[src/rtl/mips_pkg.sv]
// Shared constants and types for the MIPS register file.
// Latency: n/a (declarations only).
// Backpressure: n/a.
package mips_pkg;

    localparam int NREGS      = 32;
    localparam int REG_ADDR_W = 5;

    typedef logic [REG_ADDR_W-1:0] reg_addr_t;

    // Register $0 always reads as zero and ignores writes.
    localparam reg_addr_t ZERO_REG = '0;

endpackage

[src/rtl/mips_regfile_rdport.sv]
// One combinational read port: row mux, $0 forcing and optional write-first bypass.
// Latency: zero (pure combinational).
// Backpressure: none; always produces data for the presented address.
module mips_regfile_rdport
    import mips_pkg::*;
#(
    parameter int WIDTH  = 32,
    parameter int BYPASS = 1
) (
    input  logic [REG_ADDR_W-1:0]        ra_i,
    input  logic [NREGS-1:0][WIDTH-1:0]  regs_i,
    input  logic [NREGS-1:0]             wsel_i,
    input  logic                         we3_i,
    input  logic [WIDTH-1:0]             wd3_i,
    input  logic                         wsel_vld_i,
    output logic [WIDTH-1:0]             rd_o
);

    // $0 wins over everything; otherwise a same-cycle valid write to this row is forwarded.
    always_comb begin
        rd_o = regs_i[ra_i];
        if (ra_i == ZERO_REG) begin
            rd_o = '0;
        end else if ((BYPASS != 0) && we3_i && wsel_vld_i && wsel_i[ra_i]) begin
            rd_o = wd3_i;
        end
    end

endmodule

[src/rtl/mips_regfile_onehot.sv]
// 32x WIDTH register file, one-hot write select, two combinational read ports.
// Latency: reads zero cycles, writes visible next cycle (same cycle with bypass), wr_err one cycle.
// Backpressure: none; malformed write selects are dropped and flagged on wr_err.
module mips_regfile_onehot
    import mips_pkg::*;
#(
    parameter int WIDTH  = 32,
    parameter int BYPASS = 1
) (
    input  logic                   clk,
    input  logic                   reset,
    input  logic                   we3,
    input  logic [NREGS-1:0]       wsel,
    input  logic [WIDTH-1:0]       wd3,
    input  logic [REG_ADDR_W-1:0]  ra1,
    input  logic [REG_ADDR_W-1:0]  ra2,
    output logic [WIDTH-1:0]       rd1,
    output logic [WIDTH-1:0]       rd2,
    output logic                   wr_err
);

    logic [NREGS-1:0][WIDTH-1:0] regs_q;
    logic [NREGS-1:0][WIDTH-1:0] regs_d;
    logic                        wr_err_q;
    logic                        wr_err_d;
    logic                        wsel_vld;

    // Exactly-one-bit test; written as if/else so an unknown select falls to "not valid".
    always_comb begin
        wsel_vld = 1'b0;
        if ((wsel != '0) && ((wsel & (wsel - NREGS'(1))) == '0)) begin
            wsel_vld = 1'b1;
        end
    end

    // Next state: write the selected row (never $0) and flag rejected writes.
    always_comb begin
        regs_d   = regs_q;
        wr_err_d = we3 && !wsel_vld;
        if (we3 && wsel_vld) begin
            for (int i = 0; i < NREGS; i++) begin
                if (wsel[i] && (i != int'(ZERO_REG))) begin
                    regs_d[i] = wd3;
                end
            end
        end
    end

    // Flop array so a synchronous reset clears every row in a single cycle.
    always_ff @(posedge clk) begin
        if (reset) begin
            regs_q   <= '0;
            wr_err_q <= 1'b0;
        end else begin
            regs_q   <= regs_d;
            wr_err_q <= wr_err_d;
        end
    end

    assign wr_err = wr_err_q;

    mips_regfile_rdport #(
        .WIDTH  (WIDTH),
        .BYPASS (BYPASS)
    ) u_rdport1 (
        .ra_i       (ra1),
        .regs_i     (regs_q),
        .wsel_i     (wsel),
        .we3_i      (we3),
        .wd3_i      (wd3),
        .wsel_vld_i (wsel_vld),
        .rd_o       (rd1)
    );

    mips_regfile_rdport #(
        .WIDTH  (WIDTH),
        .BYPASS (BYPASS)
    ) u_rdport2 (
        .ra_i       (ra2),
        .regs_i     (regs_q),
        .wsel_i     (wsel),
        .we3_i      (we3),
        .wd3_i      (wd3),
        .wsel_vld_i (wsel_vld),
        .rd_o       (rd2)
    );

endmodule
[config.mk]
export PLATFORM = sky130hd
export DESIGN_NAME = mips_regfile_onehot
export DESIGN_NICKNAME = d
export VERILOG_FILES = /design/src/rtl/mips_pkg.sv /design/src/rtl/mips_regfile_rdport.sv /design/src/rtl/mips_regfile_onehot.sv
export SDC_FILE = /design/constraint.sdc
export NUM_CORES = 2
export LEC_CHECK = 0
export ABC_CLOCK_PERIOD_IN_PS = 7460
export CAP_MARGIN = 25
export CORE_ASPECT_RATIO = 0.9
export CORE_UTILIZATION = 45
export CTS_CLUSTER_DIAMETER = 50
export DETAILED_ROUTE_END_ITERATION = 10
export GPL_TIMING_DRIVEN = 1
export SLEW_MARGIN = 20
export SYNTH_ARGS = -nofsm -noshare
export SYNTH_HDL_FRONTEND = slang
export SYNTH_HIERARCHICAL = 1
export SYNTH_SLANG_ARGS = --single-unit
[constraint.sdc]
create_clock -name clk -period 7.46 [get_ports clk]
set_input_delay 1.492 -clock clk [delete_from_list [all_inputs] [get_ports clk]]
set_output_delay 1.492 -clock clk [all_outputs]
set_load 0.1 [all_outputs]
Word level (Yosys, flattened, before mapping). Cells that the tools add are included.

Flip-flop bits (word level): 993. Output and inout bits: 65. Input bits: 77. Logic and storage cells: 90.

Order comparisons: 2. Bitwise gates (word level): 1. Reduce and logical (&&, ||, !) cells: 41. Add/sub/neg operators: 1. Muxes and demuxes: 13.

Operators with widths (count): $bmux 32 s5 (2); $mux 32 (6); $reduce_and 2->1 (31); $and 32x32->32 (1); $logic_not 32->1 (1); $reduce_bool 32->1 (1); $sub 32x1->32 const B (1); $lt 5x6->1 const B (2); $bmux 1 s5 (2); $logic_not 5->1 (2); $logic_and 1x1->1 (5); $mux 1 (3); $logic_not 1->1 (1).

Depth between registers and ports, before layout.
Depth in word-level cells: 9. Depth in mapped cells: 14. Gate-level depth less buffers: 11.

Modules after synthesis. Netlist, hierarchy kept.

Modules (own cells, without submodules): mips_regfile_onehot (area an instance 38409.3 um2, cells an instance 3541, times used 1, sequential area each 19879.1 um2); mips_regfile_rdport (area an instance 8927.3 um2, cells an instance 958, times used 2, sequential area each 0.0 um2).

Worst setup path before layout. No wires, ideal clock.

Kind: input to output. From: in wsel[0]. To: out rd1[30]. Data required time: 5.968 ns. Buffers on the path: 2. Slack: -0.182 ns. Stages: 12. Arrival: 6.150 ns. Path through: nor4_2 > nand3_1 > or4_1 > a222oi_1 > and2_1 > buf_2 > nand3_1 > nor4b_1 > nand2_1 > a2111oi_4 > buf_6 > mux2i_1.

Longest elaborated chain between the ends: 9. Elaborated cells between the ends (all ways): 12. Classes of those cells: add/sub (1); mux (5); bitwise (1); reduce/logical (5).

Ends and longest elaborated chain: start, declared (line mips_regfile_onehot.sv:13) `input logic [NREGS-1:0] wsel,`; $sub 32x1->32 (line mips_regfile_onehot.sv:31) `if ((wsel != '0) && ((wsel & (wsel - NREGS'(1))) == '0)) begin`; $and 32x32->32 (line mips_regfile_onehot.sv:31); $logic_not 32->1 (line mips_regfile_onehot.sv:31); $logic_and 1x1->1 * (line mips_regfile_onehot.sv:31); $mux 1 * (line mips_regfile_onehot.sv:31); named net wsel_vld (line mips_regfile_onehot.sv:26) `logic wsel_vld;`; $logic_and 1x1->1 * (2 in series) (line mips_regfile_rdport.sv:24) `end else if ((BYPASS != 0) && we3_i && wsel_vld_i && wsel_i[ra_i]) begin`; $mux 32 * (line mips_regfile_rdport.sv:24); $mux 32 * (line mips_regfile_rdport.sv:22) `if (ra_i == ZERO_REG) begin`; end, declared (line mips_regfile_onehot.sv:17) `output logic [WIDTH-1:0] rd1,`.

Mark *: on every way through the listed nets, which the timed path passes. The rest lies on a longest branch. The select of a mux whose other input is x is not followed.

Worst setup path in the final report.
From: in wsel[0]. To: out rd2[18].

Longest elaborated chain between the ends: 9. Elaborated cells between the ends (all ways): 12. Classes of those cells: add/sub (1); mux (5); bitwise (1); reduce/logical (5).

Ends and longest elaborated chain: $sub 32x1->32 (line mips_regfile_onehot.sv:31); $and 32x32->32 (line mips_regfile_onehot.sv:31); $logic_not 32->1 (line mips_regfile_onehot.sv:31); $logic_and 1x1->1 * (line mips_regfile_onehot.sv:31); $mux 1 * (line mips_regfile_onehot.sv:31); named net wsel_vld (line mips_regfile_onehot.sv:26); $logic_and 1x1->1 * (2 in series) (line mips_regfile_rdport.sv:24); $mux 32 * (line mips_regfile_rdport.sv:24); $mux 32 * (line mips_regfile_rdport.sv:22); end, declared (line mips_regfile_onehot.sv:18) `output logic [WIDTH-1:0] rd2,`.

Marks and branches as above.

==> impl_results.md <==
- Slew margin rel.: 22.6%
- Site row count: 122
- Post-synth cell types: 57
- TNS Setup: 0 ps
- Worst EP arrival: 5730 ps
- Routed wire length: 204000 um
- Leakage: 29.0 nW
- Tmin final: 7220 ps
- IO buf count: 141
- Ys async rst share: 0%
- Ports: 142
- CTS tree: built
- Synth Register Bits: 993
- # nets final: 5481
- 1st-iter DRT viols: 4814
- Ys Warns: 6
- Fill count: approximately 11000
- Routed len/inst: 28.7 um
- EDFF count, synth: 0
- Post-Syn Instances: between 5000 and 6000
- Fin crit share: between 90% and 100%
- Met3 wire length: 18400 um
- Area of the core: roughly 120000 um^2
- Pwr/cell area: 199 nW/um^2
- Die Span X: about 370 um
- Later-pin clock latency in the skew report: 740 ps
- Metal2 WL: 86400 um
- DR pass1 iterations: 5
- Most used DFF post-synth: dfxtp_1
- Reg clk slew, reported paths: ~60 ps
- All-Layer GR Usage: 31.6%
- Status: finished, final reports clean
- VDD IR max: around 0.2 mV
- CP Class: input port to primary output
- Initial Util: 45.6%
- Initial antenna violation count: 9
- Synth-to-layout area growth: 13.9%
- Top sig layer: met5
- DIE AREA: 126000 um^2
- Seq/Total Area, Yosys: around a third
- Wire length on met1: around 92000 um
- Critical Path RT: roughly 6000 ps
- Mean Syn Cell Area: roughly 10 um^2
- Residual DRC: 0
- Placed instance count: approximately 6900
- H-tree Lvls: 3
- CP startpoint kind: input port
- Post-Syn Area: roughly 56000 um^2
- CP Capture Type: primary output
- Critical path peak fanout: 32
- Clk Tree Root Cell: clkbuf_16
- # setup viols final: 0
- Vias per cell: 6.21
- Placer Congestion: 0.882
- Vias: 44197
- Vias in the first global route: 42902
- Fin. Hold Viols: 0
- Slew @ Worst Pin: 1160 ps
- Pin count of the biggest net entering global routing: 129
- Total gr overflow: 0
- Hold buffers post-CTS: 0
- First-pass GRT wire length: ~300000 um
- Max-slew violations: 0
- RSZ-0062 raised after global routing: false
- Maximum clock insertion buffer count: 3
- Fmax: 139 MHz
- Skew final: 0 ps
- HP Class: flip-flop to flip-flop
- Share of layout cells above drive strength 1: 14.3%
- Hpwl dp: around 120000 um
- Fin cells: 7120
- Die H: 337 um
- CTS sink count: 993
- Max-cap violations: 0
- Post-DRT Antenna Nets: 0
- CTS Buf Count: 119
==> metal layers <==
layer / vias up / global-route usage (%)
li1: 19462 / -
met1: 22349 / 45.3
met2: 1955 / 46.8
met3: 421 / 7.27
met4: 10 / 9.67
met5: - / 0
==> cell families after synthesis <==
family / after synthesis / share of synthesized area [%]
buffers and inverters: 560 / 4.78
flip-flops: 993 / 35.3
other: 1 / 0.00667
multiplexers: 1757 / 37.1
AO/OA/AOI/OAI: 525 / 6.38
AND/OR/NAND/NOR: 1621 / 16.4
==> path summary, 6_finish.rpt <==
check	start	endpoint	slack, ps	cells after the start
setup / recovery	wsel[0]	rd2[18]	240	15
hold / removal	regs_q[928]$_SDFFE_PP0P_	regs_q[928]$_SDFFE_PP0P_	460	2
hold reg to reg	regs_q[928]$_SDFFE_PP0P_	regs_q[928]$_SDFFE_PP0P_	460	2
setup reg to reg	regs_q[963]$_SDFFE_PP0P_	regs_q[963]$_SDFFE_PP0P_	6760	2
==> metrics by stage <==
step / setup slack [ps] / utilization [%] / power (mW) / hold slack (ps) / instance area (um^2)
floorplan: 87.9 / - / 6.31 / 439 / 56500
global route: 15.7 / 51.9 / 13.1 / 480 / 64100
CTS: 79.4 / 51.8 / 12.8 / 465 / 64000
finish: 240 / 51.9 / 12.8 / 464 / 64100
detailed placement: 87.7 / 48.6 / 6.86 / 457 / 60000
global placement: 226 / 48.4 / 6.85 / 447 / 59700
==> sequential cells by signal (all words and copies together) (netlist names) <==
register,count
wr_err,1
regs_q,992
==> placed cells by master (no fill, tap or decap), drive strengths merged, types with 3 or more instances in the layout <==
cell	count
a2111oi	3
a211oi	3
a21oi	197
a221oi	62
a22o	62
a22oi	138
a41oi	3
and2	28
and3	8
buf	245
bufinv	10
clkbuf	161
clkdlybuf4s50	72
clkinv	32
clkinvlp	9
conb	64
dfxtp	993
inv	17
mux2i	1491
mux4	264
nand2	267
nand2b	903
nand3	193
nand3b	33
nand4	30
nor2	114
nor2b	4
nor3	13
nor3b	6
nor4	10
o21ai	38
or2	4
==> where the power goes <==
part           total, mW  leakage (nW)  switching, mW  internal (mW)
sequential          5.31          7.99        0.00356           5.31
combinational       1.47          19.1          0.965          0.505
clock               5.99          1.97           2.50           3.50
total               12.8          29.0           3.46           9.31
==> cell usage after synthesis, types with 3 or more instances <==
cell type	instances	area [um^2]
and3_1	8	50.1
nor3_1	13	65.1
nand4_2	7	87.6
nand2_1	267	1000
a21oi_1	197	986
nand4_4	10	213
mux2i_1	1491	14900
clkbuf_1	298	1120
nor2b_1	4	25.0
buf_6	46	518
buf_1	48	180
buf_2	146	731
inv_1	6	22.5
nand2b_1	903	5650
nor3b_1	6	45.0
or2_2	4	25.0
dfxtp_1	993	19900
o21ai_0	38	190
a22o_1	62	543
nor4_1	8	50.1
mux4_2	264	5950
nor2_1	114	428
a211oi_1	3	22.5
a22oi_1	136	1020
nand3_1	191	956
and2_1	28	175
a221oi_1	62	543
nand3b_1	33	248
nand4_1	13	81.3
buf_4	16	120
==> worst max-delay path: stages <==
cell	delay, ps
clkdlybuf4s50_1	540
nor4_2	370
buf_4	170
and4_1	350
nand2_1	90
a222oi_1	430
and2_2	240
nand3_1	90
nor4b_2	400
nand2_1	170
a2111oi_4	370
buf_12	370
mux2i_1	140
nor2_1	240
buf_12	210
==> cell type report <==
class / count / area, um^2 / share of cell area, %
inverters: 6 / 22.5 / 0.0351
clock buffers: 161 / 3340 / 5.21
multi-input cells: 3967 / 34200 / 53.4
diodes: 2 / 5.00 / 0.00781
repair buffers: 317 / 3940 / 6.14
flip-flops and latches: 993 / 19900 / 31.0
well taps: 1612 / 2020 / 3.15
clock inverters: 62 / 682 / 1.06
==> timing repair <==
item / in CTS / in global routing
buffers inserted: 0 / 0
resized for setup: 0 / 2
endpoints found under the setup margin: 0 / 64
Power figures use the tool's default switching activity.
